<file path="src/rtl/xnor_popcnt_acc_pkg.sv">
// Shared types and sizing helpers for the BNN xnor/popcount accumulator.
package lpa_bnn_pkg;

    typedef enum logic [1:0] {
        IDLE = 2'd0,
        ACC  = 2'd1,
        DONE = 2'd2
    } state_t;

    function automatic int acc_width(input int bw, input int beats);
        return $clog2(bw * beats + 1);
    endfunction

endpackage

</file>
<file path="src/rtl/xnor_popcnt_acc_popcount.sv">
// Combinational population count of a BW-bit word.
module popcount #(
    parameter  int BW = 8,
    localparam int CW = $clog2(BW + 1)
) (
    input  logic [BW-1:0] bits,
    output logic [CW-1:0] count
);

    always_comb begin
        count = '0;
        for (int i = 0; i < BW; i++) begin
            count = count + CW'(bits[i]);
        end
    end

endmodule

</file>
<file path="src/rtl/xnor_popcnt_acc.sv">
// Streaming binary dot-product: popcount(act ~^ wgt) summed over BEATS beats.
// XNOR_ACC_AND_MODE_EN adds i_mode to select an AND (unipolar) product.
module xnor_popcnt_acc
    import lpa_bnn_pkg::*;
#(
    parameter  int BW    = 8,
    parameter  int BEATS = 32,
    localparam int ACC_W = acc_width(BW, BEATS)
) (
    input  logic             clk,
    input  logic             reset,
    input  logic             i_valid,
    output logic             o_ready,
    input  logic [BW-1:0]    i_act,
    input  logic [BW-1:0]    i_wgt,
`ifdef XNOR_ACC_AND_MODE_EN
    input  logic             i_mode,
`endif
    input  logic [ACC_W-1:0] i_thresh,
    output logic             o_valid,
    input  logic             i_ready,
    output logic [ACC_W-1:0] o_sum,
    output logic             o_bit
);

    localparam int PC_W  = $clog2(BW + 1);
    localparam int CNT_W = $clog2(BEATS + 1);

    state_t            state, state_n;
    logic [CNT_W-1:0]  cnt, cnt_n;
    logic [ACC_W-1:0]  acc, acc_n;
    logic [ACC_W-1:0]  thresh_r, thresh_n;
    logic [BW-1:0]     prod;
    logic [PC_W-1:0]   pc;
    logic              accept;

`ifdef XNOR_ACC_AND_MODE_EN
    logic mode_r, mode_n, use_and;

    // Only the first beat of a product reads i_mode; later beats use the held copy.
    assign use_and = (state == ACC) ? mode_r : i_mode;
    assign prod    = use_and ? (i_act & i_wgt) : (i_act ~^ i_wgt);
`else
    assign prod    = i_act ~^ i_wgt;
`endif

    popcount #(.BW(BW)) u_popcount (
        .bits  (prod),
        .count (pc)
    );

    assign o_ready = (state == DONE) ? i_ready : 1'b1;
    assign accept  = i_valid && o_ready;
    assign o_valid = (state == DONE);
    assign o_sum   = o_valid ? acc : '0;
    assign o_bit   = o_valid && (acc >= thresh_r);

    always_comb begin
        state_n  = state;
        cnt_n    = cnt;
        acc_n    = acc;
        thresh_n = thresh_r;
`ifdef XNOR_ACC_AND_MODE_EN
        mode_n   = mode_r;
`endif
        unique case (state)
            IDLE, DONE: begin
                if (accept) begin
                    acc_n    = ACC_W'(pc);
                    cnt_n    = CNT_W'(1);
                    thresh_n = i_thresh;
`ifdef XNOR_ACC_AND_MODE_EN
                    mode_n   = i_mode;
`endif
                    state_n  = ACC;
                end else if (state == DONE && i_ready) begin
                    acc_n   = '0;
                    cnt_n   = '0;
                    state_n = IDLE;
                end
            end
            ACC: begin
                if (accept) begin
                    acc_n = acc + ACC_W'(pc);
                    cnt_n = cnt + CNT_W'(1);
                    if (cnt == CNT_W'(BEATS - 1)) begin
                        state_n = DONE;
                    end
                end
            end
            default: state_n = IDLE;
        endcase
    end

    always_ff @(posedge clk or negedge reset) begin
        if (!reset) begin
            state    <= IDLE;
            cnt      <= '0;
            acc      <= '0;
            thresh_r <= '0;
`ifdef XNOR_ACC_AND_MODE_EN
            mode_r   <= 1'b0;
`endif
        end else begin
            state    <= state_n;
            cnt      <= cnt_n;
            acc      <= acc_n;
            thresh_r <= thresh_n;
`ifdef XNOR_ACC_AND_MODE_EN
            mode_r   <= mode_n;
`endif
        end
    end

endmodule

</file>
<file path="config.mk">
export PLATFORM = sky130hd
export DESIGN_NAME = xnor_popcnt_acc
export DESIGN_NICKNAME = d
export VERILOG_FILES = /design/src/rtl/xnor_popcnt_acc_pkg.sv /design/src/rtl/xnor_popcnt_acc_popcount.sv /design/src/rtl/xnor_popcnt_acc.sv
export SDC_FILE = /design/constraint.sdc
export NUM_CORES = 1
export LEC_CHECK = 0
export CORE_MARGIN = 4
export CORE_UTILIZATION = 56
export CTS_BUF_LIST = sky130_fd_sc_hd__clkbuf_8
export CTS_CLUSTER_DIAMETER = 120
export DETAILED_ROUTE_END_ITERATION = 10
export HOLD_SLACK_MARGIN = 0.02
export PLACE_DENSITY_LB_ADDON = 0.05
export SLEW_MARGIN = 10
export SYNTH_ARGS = -nofsm -noshare
export SYNTH_HDL_FRONTEND = slang
export SYNTH_SLANG_ARGS = --single-unit
</file>
<file path="constraint.sdc">
create_clock -name clk -period 3.95 [get_ports clk]
set_input_delay 0.9875 -clock clk [delete_from_list [all_inputs] [get_ports clk]]
set_output_delay 0.9875 -clock clk [all_outputs]
set_load 0.01 [all_outputs]
</file>
* Word level (Yosys, flattened, before mapping) *
Cells that the tools add are included.

operators by class
  add/subtract/negate cells = 9
  $lt $le $gt $ge = 1
  equal/unequal tests = 6
  muxes and demuxes = 15
  bitwise logic cells = 1
  reductions and logical operators = 9

operators with widths
  cell                   count
  $mux W9                4
  $add A4 B1 Y4          6
  $mux W6                3
  $pmux W9 S2            1
  $pmux W6 S2            1
  $add A9 B4 Y9          1
  $ge A9 B9 Y1           1
  $mux W2                4
  $xnor A8 B8 Y8         1
  $add A6 B1 Y6 const B  1
  $eq A6 B5 Y1 const B   1
  $reduce_and A3 Y1      2
  $ne A2 B2 Y1 const B   2
  $pmux W2 S2            1
  $logic_and A1 B1 Y1    3
  $ne A3 B3 Y1 const B   1
  $add A1 B1 Y2          1
  $eq A2 B1 Y1 const B   1
  $eq A2 B2 Y1 const B   1
  $logic_not A2 Y1       1
  $reduce_and A2 Y1      1
  $reduce_bool A2 Y1     1
  $reduce_or A2 Y1       1
  $mux W1                1

word-level totals
  register bits = 26
  input port bits = 29
  logic and storage cells = 45

* Logic depth before layout (Yosys ltp) *
Gate-level depths: netlist (run 1).

  depth after elaboration = 11
  gate-level depth with buffers = 14

* Cells and area by module *
Synthesis (run 1) repeated with hierarchy kept, for this count alone.

second synthesis, totals
  cells, all modules = 215
  area total of the unflattened synthesis = 1949.4 sq um

by module, submodules not included
  module           times used  cells an instance  area an instance (sq um)  sequential area each (sq um)
  xnor_popcnt_acc  1           191                1759.2                    650.6
  popcount         1           24                 190.2                     0.0

* Worst setup path after synthesis (run 1) *
No wires, ideal clock.

  path type = input-to-reg
  start point = input port i_act[0]
  end point = register acc[6]
  arrival = 4775 ps
  path slack = -904 ps
  stages = 12
  path through = xnor2_1 ha_1 fa_1 inv_1 fa_1 fa_1 fa_1 fa_1 nand2b_1 a21o_1 or4_1 a21oi_1

on the way
  word-level cells in the longest chain between the ends = 11

RTL lines
  element                     RTL line                        source
  start, declared             xnor_popcnt_acc.sv:14           input logic [BW-1:0] i_act,
  $xnor A8 B8 Y8              xnor_popcnt_acc.sv:44           assign prod = i_act ~^ i_wgt;
  $add A1 B1 Y2               xnor_popcnt_acc_popcount.sv:13  count = count + CW'(bits[i]);
  $add A4 B1 Y4 (6 in a row)  xnor_popcnt_acc_popcount.sv:13
  $add A9 B4 Y9               xnor_popcnt_acc.sv:84           acc_n = acc + ACC_W'(pc);
  $mux W9                     xnor_popcnt_acc.sv:83           if (accept) begin
  $pmux W9 S2                 xnor_popcnt_acc.sv:66           unique case (state)
  end signal, assigned        xnor_popcnt_acc.sv:107          acc <= acc_n;
  end, declared               xnor_popcnt_acc.sv:31           logic [ACC_W-1:0] acc, acc_n;

No other way between the ends. The select of a mux whose other input is x is not followed.
A chain may end at the register's enable or synchronous reset.

* Worst setup path in the final report (run 1) *
  start point = input port i_act[1]
  end point = register acc[5]

Same word-level chain as after synthesis.

==> results of run 1 <==
[cells in the mapped netlist, drive strengths merged, types with 3 or more instances]
library cell and count:
and2 7, a21boi 3, nand2 18, o21ai 18
a21o 4, o211ai 3, nand3 6, dfrtp 26
inv 22, nor2 14, xnor2 6, a211oi 4
xor2 5, fa 5, clkbuf 5, a21oi 7
ha 17, nand2b 7
[power by group through the flow]
stage                     registers [W]  clock network (W)  logic, W
after global placement         0.000432                  0  0.000830
after detailed placement       0.000439                  0  0.000874
final                          0.000439           0.000180   0.00115
after global routing           0.000454           0.000194   0.00126
after CTS                      0.000436           0.000179   0.00102
after floorplan                0.000418                  0  0.000647
[critical path, cell delays in order]
cell and delay (ps):
buf_6 100, xnor2_2 120, ha_1 300, fa_1 500, inv_2 40, fa_1 450, fa_2 390, fa_2 620
buf_6 110, inv_4 30, ha_4 210, a211oi_4 250, o21bai_4 110, buf_6 130, a41o_1 230
[kinds of logic (layout without fill, tap and decap cells)]
logic type      Yosys count  in the layout
flops                    26             26
xor+xnor                 11             11
mux                       1              1
simple gates             61             61
compound gates           56             56
fa+ha+maj                22             22
buf+inv                  28             77
[flip-flops by register name (all words and copies together), names as in the netlist]
| register | flops |
|---|---|
| thresh_r | 9 |
| acc | 9 |
| state | 2 |
| cnt | 6 |
[layer usage]
layer  routed length [um]  vias up  track usage (%)
met1                 1880      797             27.9
met2                 2600       69             47.4
met3                  307       12             3.59
met4                   96        0             5.96
li1                     -      807                -
met5                    0        -                0
[final cells by class]
cell class	instances	area share, %
Tap cell	44	2.13
Sequential cell	26	25.2
Clock buffer	4	2.13
Multi-Input combinational cell	151	48.2
Inverter	22	3.29
Timing Repair Buffer	51	19.1
[how the worst max path moves through the flow]
stage	slack, ps	end	cells after the start
after floorplan	-530	acc[6]	12
after global placement	-1010	acc[6]	13
after detailed placement	-1160	acc[6]	13
after CTS	-560	acc[6]	13
after global routing	-560	acc[6]	14
final	-460	acc[5]	15
[stage by stage]
stage	worst slack, ps	TNS, ps	std cells
final	-459	-2870	298
after global routing	-565	-3690	298
after CTS	-564	-3020	296
after detailed placement	-1160	-8170	287
after global placement	-1010	-7100	287
after floorplan	-526	-2680	205
[what timing repair did]
item / CTS / global route
pin swaps: 19 / 11
hold buffers: 0 / 0
endpoints found under the setup margin: 8 / 8
gates resized for setup: 37 / 12
buffers inserted: 5 / 2
==> impl_results.md, run 1 <==
* CTS tree: done
* Overall Global Routing Usage at 24.5%
* Worst Hold Slack at 531 ps
* Post-synthesis adder-cell area fraction at between 10% and 20%
* R2r setup slk at ~2100 ps
* DRT Pass-1 Iters at 4
* Most common cell after layout, fill and taps aside: clkdlybuf4s50_1
* Critical Path Source Type: primary input
* Final worst slack at -459 ps
* Die X at roughly 66 um
* Compound-Gate Fraction of Synth Area at around a fifth
* Residual DRC count at 0
* IO Port Bufs at 40
* Simple-gate portion of the synthesized area at 16.4%
* Routed vias/inst at 5.65
* Ports at 41
* Combinational share of power at between 60% and 70%
* Slew @ Worst Pin at ~760 ps
* Distinct cells, synth at 41
* Clk pwr share at between 10% and 20%
* Clock-pin slew on the worst setup and hold paths at about 100 ps
* Final period util at 112%
* Fillers at roughly 200
* Crit path DAT at roughly 4600 ps
* Top-area cell type share of the netlist area at about a third
* Post-DP HPWL at roughly 3500 um
* Syn nets at between 200 and 300
* Power share of the sequential group at approximately 25%
* Hold Path Sink: cnt[1]
* Vias in the first global route at 1795
* Setup crit end kind: register
* Core area at 3100 sq um
* CP startpoint: i_act[1]
* Area contributors post-synth: dfrtp_1, ha_1, fa_1
* Initial antenna violation count at 0
* RSZ-0062 raised after global routing: true
* Ys async rst share at 100%
* Register area at between 600 and 700 sq um
* Design Power at 0.00177 W
* Synth Warn # at 0
* Dominant synthesized flop cell: dfrtp_1
* Worst ir drop on vdd at roughly 0.36 mV
* Main combinational cell family by area after synthesis: compound AO/OA/AOI/OAI gates
* Clk sink count at 26
* Share of cells above drive strength 1 at a little under a fifth
* Min-delay src: cnt[1]
* CTS Buffer Depth at 2
* Min Clock Period, post-route at 4410 ps
* Initial detailed-routing violation count at 79
* Clock root buffer: clkbuf_8
* DRT Wirelength at roughly 5000 um
* CP Class: primary input to register
* Crit-path max FO at 3
* Final core occ at roughly 83%
* Drt wl/cell at 16.4 um
* P_sw at 0.000762 W
* Post-Syn Area at between 1500 and 2000 sq um
* XOR/XNOR share of the synthesized area at 5.19%
* CTS H-tree lvls at 1
* Multi-input gate area at approximately 1200 sq um
* Max-cap violations at 0
* WHS Path Cells at 2
* Largest net degree at the start of global routing at 27
* GRT overflow at 0
* Critical R2R Launch: acc[1]
* Sw frac at between 40% and 50%
* Average size of a mapped cell at about 9.1 sq um
* Pwr Density at approximately 700 nW/um^2
* Reg2Reg Depth at 7
* Dominant cell type by area after synthesis: dfrtp_1
* R2r endpoint: acc[6]
* Run status: complete, but fails checks
* Post-synth EDFFs at 0
* Skew final at 6.24 ps
* Ant diodes at 0
* Starting Density at roughly three fifths
* Final nets at between 300 and 400
* Die ar. at 4300 sq um
* Antenna viol nets, final at 0
* CP Data Required Time at 4120 ps
* Total CTS buffers at 3
* Via count at approximately 1700
* Most frequent cells in the layout: clkdlybuf4s50_1, dfrtp_1, inv_1
* Die Height at about 66 um
* Worst-Skew Late Latency at around 280 ps
* Placed instance area at roughly 2400 sq um
* GPL Wtd Cong at 0.942
* Mux contribution to synthesized area at less than 1%
* P&R area growth vs syn at 39.1%
* First-pass GRT wire length at 8190 um
* Pins Over Slew Limit at 0
* Final Hold Viols at 0
* Max_slew headroom at roughly half
* Static leakage at 1.17 nW
* Syn Inst Count at between 200 and 250
* Hold Path Class: register to register
* #FFs+latches synth at 26
* Post-synthesis sequential area ratio at between 30% and 40%
* Design area at 2580 sq um
* Final setup violation count at 8
* Failing checks: negative setup slack
* # rows at 20
* Max Clk Rate at roughly 0.23 GHz
* Cell-internal power at around 0.0010 W
(Power assumes the default switching activity.)
==> run 2, diff against run 1 <==
Settings changed: SLEW_MARGIN 10 to 20.
==> results of run 2 <==
Final layout, timing and power as in run 1 (identical DEF).
==> run 3, diff against run 2 <==
Settings changed: CORE_UTILIZATION 56 to 52.
Clock period 3.95 ns to 4.6 ns, I/O delays scaled along.
==> run 3 against run 2 <==
The flow still finishes with violations (negative setup slack). Non-clock buffer count down 3. Combinational power decreased by 29%. Clock skew up 2.6 ps. First-iteration DRC count shrank 8.9%. Cell count decreased by 0.34%. Critical endpoint is now acc[6].
==> impl_results.md, run 3 (synthesis results as in run 1) <==
* Final period util at 101%
* CTS Buffer Depth at 2
* Max_slew headroom at a little over half
* Slew @ Worst Pin at roughly 700 ps
* Total CTS buffers at 3
* Worst ir drop on vdd at between 0.3 and 0.4 mV
* Final Hold Viols at 0
* Worst path most repeated cell: fa_2
* Failing checks: negative setup slack
* Share of cells above drive strength 1 at 13.5%
* Crit-path max FO at 3
* Levels on crit path at 13
* CP delay by family, top: adder cells
* Clock root buffer: clkbuf_8
* Design Power at approximately 0.0014 W
* RSZ-0062 raised after global routing: true
* GRT overflow at 0
* R2r endpoint: acc[6]
* Initial detailed-routing violation count at 72
* Min Clock Period, post-route at approximately 4600 ps
* Antenna viol nets, final at 0
* Pins Over Slew Limit at 0
* Die ar. at ~4600 sq um
* Static leakage at between 1 and 1.5 nW
* Routed vias/inst at between 5 and 6
* Crit path DAT at between 4000 and 5000 ps
* Setup tns final at -36.5 ps
* Die Height at 67.8 um
* Largest net degree at the start of global routing at 27
* Via count at around 1700
* Max-cap violations at 0
* # rows at 21
* Drt wl/cell at roughly 16 um
* Max Clk Rate at about 0.22 GHz
* Worst-Skew Late Latency at approximately 280 ps
* Final nets at a little over 300
* P&R area growth vs syn at 35.0%
* R2r setup slk at 2650 ps
* Starting Density at 54.8%
* Final worst slack at -36.5 ps
* DRT Wirelength at about 4700 um
* Pwr Density at ~560 nW/um^2
* Reg2Reg Depth at 7
* Residual DRC count at 0
* Run status: complete, but fails checks
* Register area at 651 sq um
* Vias in the first global route at between 1500 and 2000
* Final setup violation count at 1
* Clock-pin slew on the worst setup and hold paths at about 110 ps
* Ports at just over 40
* CP Data Required Time at between 4000 and 5000 ps
* Crit path to: acc[6]
* Clk sink count at 26
* CP max stage delay at about 530 ps
* CTS H-tree lvls at 1
* CP startpoint: i_wgt[1]
* IO Port Bufs at 40
* Largest registers: acc: 9 flops, thresh_r: 9 flops, cnt: 6 flops
* Post-DP HPWL at approximately 3300 um
* Ant diodes at 0
* DRT Pass-1 Iters at 4
* First-pass GRT wire length at 7280 um
* Overall Global Routing Usage at between 20% and 30%
* Core area at roughly 3400 sq um
* Skew final at a little under 9 ps
* Setup crit end kind: register
* Slowest cell on crit path: fa_2
* Multi-input gate area at between 1000 and 1500 sq um
* Most common cell after layout, fill and taps aside: clkdlybuf4s50_1
* Fillers at ~250
* Hold Path Class: register to register
* Initial antenna violation count at 0
* CP Class: primary input to register
* Critical Path Source Type: primary input
* Worst Hold Slack at 512 ps
* CTS tree: done
* Crit path cell chain: buf_6, xnor2_2, ha_1, fa_1, inv_1, fa_1, fa_2, fa_2, fa_2, nand2b_4, a21o_1, or4_4, a21oi_2
* Die X at 67.8 um
* Most frequent cells in the layout: clkdlybuf4s50_1, dfrtp_1, inv_1
* Critical R2R Launch: acc[0]
* Worst path bufs/invs at 2
* GPL Wtd Cong at around 0.94
==> run 3: cell types whose count changed in the layout (fill, tap and decap cells not counted), sizes merged <==
cell / change
clkbuf: -1
buf: -3
bufinv: +1
==> run 3: timing repair <==
action                                  4_1_cts  5_1_grt
pin swaps                                    15       13
cloned                                        0        0
resized for setup                            24       10
hold buffers                                  0        0
endpoints found under the setup margin        8        6
buffers inserted                              2        1
==> run 3: through the flow <==
step / setup WS, ps / cell area [sq um] / util [%] / cells
6_report: -36.5 / 2510 / 74.0 / 297
5_1_grt: -134 / 2510 / 74.0 / 297
4_1_cts: -101 / 2440 / 71.9 / 296
3_5_place_dp: -704 / 2340 / 68.9 / 290
3_3_place_gp: -582 / 2340 / 68.9 / 290
2_1_floorplan: -73.2 / 1870 / - / 205
==> run 3: how the worst min path moves through the flow <==
stage | cells after the start | from | endpoint | slack, ps
2_1_floorplan | 2 | cnt[1] | cnt[1] | 460
3_3_place_gp | 2 | cnt[1] | cnt[1] | 480
3_5_place_dp | 2 | cnt[1] | cnt[1] | 490
4_1_cts | 2 | cnt[1] | cnt[1] | 510
5_1_grt | 1 | cnt[3] | cnt[3] | 550
6_report | 2 | cnt[1] | cnt[1] | 510
==> run 3: final cells by class <==
class	count	area share, %
Tap cell	46	2.29
Sequential cell	26	25.9
Clock buffer	3	1.65
Clock inverter	1	1.20
Multi-Input combinational cell	151	47.1
Inverter	22	3.29
Timing Repair Buffer	48	18.5
==> run 3: worst register-to-register path: stages, from the launching register on <==
cell	delay (ps)
dfrtp_1	370
ha_1	180
inv_1	70
fa_2	380
nand2b_4	170
a21o_1	200
or4_4	420
a21oi_2	120
==> run 3: report_power, final <==
part / internal, W / switching (W)
Combinational: 0.000380 / 0.000443
Sequential: 0.000309 / 0.0000656
Clock: 0.000117 / 0.0000827
Total: 0.000805 / 0.000591
==> run 3: routing by layer <==
metal / wire (um) / GRT usage [%] / vias up / part of all wire, %
li1: - / - / 803 / -
met3: 223 / 2.83 / 6 / 4.8
met5: 0 / 0 / - / 0
met2: 2450 / 37.8 / 50 / 52
met4: 55 / 5.96 / 0 / 1.2
met1: 1950 / 25.0 / 804 / 42
